===== config.mk =====
export PLATFORM = sky130hd
export DESIGN_NAME = sparc_exu_eclccr_mt
export DESIGN_NICKNAME = d
export VERILOG_FILES = /design/src/rtl/sparc_exu_pkg.sv /design/src/rtl/sparc_exu_ccr_thr.sv /design/src/rtl/sparc_exu_eclccr_mt.sv
export SDC_FILE = /design/constraint.sdc
export NUM_CORES = 1
export LEC_CHECK = 0
export ABC_AREA = 1
export BUFFER_PORTS_ARGS = -buffer_cell sky130_fd_sc_hd__buf_2
export CAP_MARGIN = 20
export CORE_ASPECT_RATIO = 0.75
export CORE_UTILIZATION = 55
export CTS_BUF_LIST = sky130_fd_sc_hd__clkbuf_4 sky130_fd_sc_hd__clkbuf_8
export DETAILED_ROUTE_END_ITERATION = 8
export GPL_ROUTABILITY_DRIVEN = 1
export GPL_TIMING_DRIVEN = 1
export PLACE_DENSITY = 0.9
export SYNTH_ARGS = -nofsm -noshare
export SYNTH_HDL_FRONTEND = slang
export SYNTH_HIERARCHICAL = 1
export SYNTH_SLANG_ARGS = --single-unit

===== constraint.sdc =====
create_clock -name clk -period 4.7 [get_ports clk]
set_clock_uncertainty 0.15 [all_clocks]
set_input_delay 0.94 -clock clk [delete_from_list [all_inputs] [get_ports clk]]
set_output_delay 0.94 -clock clk [all_outputs]
set_load 0.1 [all_outputs]

===== src/rtl/sparc_exu_pkg.sv =====
// Shared EXU constants: default thread/CC geometry and CC field positions.
package sparc_exu_pkg;

  localparam int NTHR_DEF   = 4;
  localparam int TIDW_DEF   = 2;
  localparam int CCW_DEF    = 8;

  // CC layout is {xcc, icc}, each 4 bits {n, z, v, c}
  localparam int CC_ICC_LSB = 0;
  localparam int CC_XCC_LSB = 4;

endpackage


===== src/rtl/sparc_exu_ccr_thr.sv =====
// One thread's condition-code register with a two-port priority write
// (W over W2) and its late-write pending bit.
module sparc_exu_ccr_thr
  import sparc_exu_pkg::*;
#(
  parameter int CCW = CCW_DEF
) (
  input  logic           clk,
  input  logic           reset,
  input  logic           wr_w,
  input  logic [CCW-1:0] data_w,
  input  logic           wr_w2,
  input  logic [CCW-1:0] data_w2,
  input  logic           set_pend,
  input  logic           clr_pend,
  output logic [CCW-1:0] ccr,
  output logic           pending
);

  // W is the younger writer, so it wins a same-thread collision with W2
  always_ff @(posedge clk) begin
    if (reset) begin
      ccr     <= '0;
      pending <= 1'b0;
    end else begin
      if (wr_w)
        ccr <= data_w;
      else if (wr_w2)
        ccr <= data_w2;

      if (set_pend)
        pending <= 1'b1;
      else if (clr_pend)
        pending <= 1'b0;
    end
  end

endmodule


===== src/rtl/sparc_exu_eclccr_mt.sv =====
// Per-thread CC register file: setcc pipeline D..W, late W2 write port,
// D-stage forwarding and a late-write pending scoreboard with stall.
module sparc_exu_eclccr_mt
  import sparc_exu_pkg::*;
#(
  parameter int NTHR = NTHR_DEF,
  parameter int TIDW = TIDW_DEF,
  parameter int CCW  = CCW_DEF
) (
  input  logic                clk,
  input  logic                reset,
  input  logic                se,
  input  logic [TIDW-1:0]     tid_d,
  input  logic [TIDW-1:0]     tid_e,
  input  logic [TIDW-1:0]     tid_m,
  input  logic [TIDW-1:0]     tid_w,
  input  logic                setcc_d,
  input  logic                rdcc_d,
  input  logic                kill_e,
  input  logic [CCW-1:0]      cc_e,
  input  logic                lw_d,
  input  logic                tlu_update_m,
  input  logic [CCW-1:0]      tlu_ccr_m,
  input  logic                inst_vld_w,
  input  logic                flush_w,
  input  logic                wrccr_w,
  input  logic [CCW-1:0]      wrccr_data_w,
  input  logic                lw_done_g,
  input  logic [TIDW-1:0]     lw_tid_g,
  input  logic [CCW-1:0]      lw_cc_g,
  output logic [CCW-1:0]      cc_d,
  output logic [NTHR*CCW-1:0] ccr_all,
  output logic [NTHR-1:0]     lw_pending,
  output logic                cc_stall_d
);

  // No scan flops are modelled here; se is accepted for interface compatibility
  logic unused_se;
  assign unused_se = se;

  logic            setcc_e, lw_e, setcc_m, lw_m, setcc_w, lw_w, wr2;
  logic [CCW-1:0]  cc_m, cc_w, data_w2;
  logic [TIDW-1:0] tid_w2;

  logic            valid_e, lwv_e, valid_m, ok_w, commit_w;
  logic [CCW-1:0]  ccr_m, data_w;
  logic [CCW-1:0]  ccr_thr [NTHR];

  assign valid_e  = setcc_e & ~kill_e;
  assign lwv_e    = lw_e & ~kill_e;
  assign valid_m  = setcc_m | tlu_update_m;
  assign ccr_m    = tlu_update_m ? tlu_ccr_m : cc_m;
  assign ok_w     = inst_vld_w & ~flush_w;
  assign commit_w = ok_w & (setcc_w | wrccr_w);
  assign data_w   = wrccr_w ? wrccr_data_w : cc_w;

  always_ff @(posedge clk) begin
    if (reset) begin
      setcc_e <= 1'b0;
      lw_e    <= 1'b0;
      setcc_m <= 1'b0;
      lw_m    <= 1'b0;
      setcc_w <= 1'b0;
      lw_w    <= 1'b0;
      wr2     <= 1'b0;
    end else begin
      setcc_e <= setcc_d;
      lw_e    <= lw_d;
      setcc_m <= valid_e;
      lw_m    <= lwv_e;
      setcc_w <= valid_m;
      lw_w    <= lw_m;
      wr2     <= lw_done_g;
    end
  end

  // Datapath flops carry no reset; their valid bits qualify every use
  always_ff @(posedge clk) begin
    cc_m    <= cc_e;
    cc_w    <= ccr_m;
    tid_w2  <= lw_tid_g;
    data_w2 <= lw_cc_g;
  end

  for (genvar t = 0; t < NTHR; t++) begin : g_thr
    logic hit_w, hit_w2;
    assign hit_w  = commit_w & (tid_w == TIDW'(t));
    assign hit_w2 = wr2 & (tid_w2 == TIDW'(t));

    sparc_exu_ccr_thr #(.CCW(CCW)) u_thr (
      .clk      (clk),
      .reset    (reset),
      .wr_w     (hit_w),
      .data_w   (data_w),
      .wr_w2    (hit_w2),
      .data_w2  (data_w2),
      .set_pend (ok_w & lw_w & (tid_w == TIDW'(t))),
      .clr_pend (hit_w2),
      .ccr      (ccr_thr[t]),
      .pending  (lw_pending[t])
    );

    assign ccr_all[t*CCW +: CCW] = ccr_thr[t];
  end

  logic w2_hit_d;
  assign w2_hit_d = wr2 & (tid_w2 == tid_d);

  // Youngest in-flight writer for tid_d wins
  always_comb begin
    cc_d = ccr_thr[tid_d];
    if (valid_e && tid_e == tid_d)
      cc_d = cc_e;
    else if (valid_m && tid_m == tid_d)
      cc_d = ccr_m;
    else if (commit_w && tid_w == tid_d)
      cc_d = data_w;
    else if (w2_hit_d)
      cc_d = data_w2;
  end

  assign cc_stall_d = rdcc_d & lw_pending[tid_d] & ~w2_hit_d;

endmodule

==> key figures <==
Status
  • Run status: completed

Placed design
  • RePlAce Congestion: roughly 0.95
  • Number of port buffers: 97
  • HPWL Detailed: 8.30 mm
  • Cell Area, Placed: 4430 um^2
  • DP Worst Slack: about 0.65 ns
  • Post-Place Cells: approximately 800

Routing
  • Final ANT Viol Nets: 0
  • First DRT Iteration DRCs: 315
  • Wire length per cell: between 10 and 15 um
  • Vias after detailed routing: ~4300
  • Routed wire length: 11.2 mm
  • DRC viols: 0
  • Average vias per placed instance: 5.28
  • Detailed Routing Iterations Pass 1: 5

Final layout
  • Final nets: just under 800
  • Share of cells above drive strength 1: 20.0%
  • Fill cells: about 600
  • Area Growth Syn to Fin: 19.0%
  • Commonest non-fill, non-tap cell in the layout: nand2_1
  • Core Util, Final: 68.2%
  • Most frequent cells in the layout: nand2_1 (249), inv_1 (117), nand3_1 (97), buf_2 (97), dfxtp_1 (69)
  • Antenna diode count: 0
  • Fin area: 4660 um^2
  • Post-Layout Cell Count: between 800 and 900

Power
  • Peak supply drop: 0.224 mV
  • LEAKAGE: 2.74 nW
  • Power Density: 335 nW/um^2
  • Tot Pwr: around 1.6 mW

CTS
  • Clock sinks: 69
  • Post-CTS Resized: 0
  • Max clock buf depth: 2
  • CTS Hold Bufs: 0
  • Clk_lat worst skew: between 0.3 and 0.4 ns
  • CTS Buf Count: 9
  • H-tree depth: 3
  • Postcts setup bufs: 0
  • CTS tree: yes
  • CTS root buffer: clkbuf_8
  • Clock transition time at the flip-flop clock pins of the worst setup and hold paths: ~0.080 ns

Global routing
  • Vias in the first global route: about 3800
  • Aggregate global routing overflow: 0
  • Largest net degree at the start of global routing: 23
  • All-Layer GR Usage: 31.7%
  • First-pass GRT wire length: about 18 mm
  • Initial antenna violation count: 0

Timing
  • Slew @ Worst Pin: about 0.54 ns
  • Slew headroom: a little under two thirds
  • Max Freq: about 250 MHz
  • Setup ws final: ~0.64 ns
  • RSZ-0062 raised after global routing: no
  • Setup TNS: 0 ns
  • Worst hold slack: about 0.26 ns
  • Final Critical Period: 4.06 ns
  • Max Slew Vio Count: 0
  • Final period utilization: a little under nine tenths
  • Fin. Hold Viols: 0
  • Final setup viols: 0

Job
  • Max cap viols: 0

Floorplan
  • Row cnt: 26
  • Starting Density: 57.3%
  • CORE AREA: 6830 um^2
  • DIE HEIGHT: around 75 um
  • IO Pins: 99
  • Die area: ~7500 um^2
  • Die Wd: 99.4 um

Worst setup path
  • R2R setup slack: between 2 and 3 ns
  • Setup crit end kind: output port
  • Max FO, Critical Path: 22
  • Worst EP arrival: roughly 3 ns
  • CP Data Required Time: about 3.6 ns
  • Startpoint types: input port
  • CP Class: in2out

Synthesis
  • Total number of yosys warnings: 6
  • Post-Syn Area: ~4000 um^2
  • Mean area per synthesized cell: 6.21 um^2
  • Post-synthesis sequential area ratio: between 30% and 40%
  • Seq cells post-synth: 69
  • Syn Nets: between 600 and 700
  • Post-Synthesis Cells: 630
  • Library cells used by synthesis: 26

Worst hold path
  • Worst min path class: reg2reg
-- layer usage --
metal / up-vias / GRT usage (%) / share of wire (%)
met5: - / 0 / 0
met4: 0 / 17.5 / 3.3
met3: 47 / 8.45 / 11
met2: 257 / 48.7 / 43
met1: 1904 / 41.1 / 43
li1: 2117 / - / -
-- registers in the layout, indices dropped and copies added (netlist names) --
name / cells
g_thr.u_thr/ccr: 32
cc_m: 8
cc_w: 8
data_w2: 8
g_thr.u_thr/pending: 4
tid_w2: 2
lw_e: 1
lw_m: 1
lw_w: 1
setcc_e: 1
setcc_m: 1
setcc_w: 1
wr2: 1
-- kinds of logic after synthesis --
| logic type | share of synthesized area [%] |
|---|---|
| AND/OR/NAND/NOR | 45.5 |
| buffers and inverters | 15.8 |
| flip-flops | 35.3 |
| AO/OA/AOI/OAI | 2.14 |
| XOR/XNOR | 1.28 |
-- path summary, 6_finish.rpt --
kind,start,endpoint,depth (start not counted)
worst min register to register,lw_m,lw_w,2
worst max-delay path,tid_d[0],cc_d[5],11
worst min-delay path,lw_m,lw_w,2
worst max register to register,setcc_w,g_thr[2].u_thr/ccr[4],10
-- power breakdown --
| group | internal, mW | switching [mW] |
|---|---|---|
| clock | 0.320 | 0.229 |
| sequential | 0.610 | 0.0234 |
| combinational | 0.0828 | 0.294 |
-- cell type report --
| type | instances | area [um^2] | area share, % |
|---|---|---|---|
| multi-input combinational | 419 | 1910 | 41.1 |
| sequential | 69 | 1380 | 29.7 |
| timing repair buffer | 105 | 546 | 11.7 |
| inverter | 126 | 483 | 10.4 |
| clock buffer | 11 | 145 | 3.12 |
| tap | 84 | 105 | 2.26 |
| clock inverter | 5 | 83.8 | 1.80 |
-- synth_stat cells --
library cell,count,area (um^2)
nand4_1,8,50.1
buf_6,6,67.6
inv_4,4,25.0
buf_2,1,5.00
dfxtp_1,69,1380
nand2_1,249,935
nor3_4,1,16.3
nand2_2,1,6.26
nand3_2,3,30.0
inv_1,117,439
nand3_1,97,485
nor2_1,17,63.8
nor2_8,4,80.1
inv_2,5,18.8
buf_4,8,60.1
a21oi_2,1,8.76
nor2_4,1,11.3
clkbuf_1,1,3.75
nor3b_1,1,7.51
xnor2_1,2,17.5
nand2_4,1,11.3
nor3_1,13,65.1
nor2_2,3,18.8
o21ai_0,10,50.1
xnor2_2,2,32.5
a21oi_1,5,25.0
-- critical path, stage by stage --
cell	delay [ns]
buf_2	0.24
inv_2	0.37
nor2_1	0.13
nor3_4	0.41
nand2_4	0.14
nand2_1	0.10
inv_1	0.04
nand2_1	0.06
nand2_1	0.06
nand2_1	0.06
buf_2	0.42
Note: power is estimated with default switching activity, not from simulation.
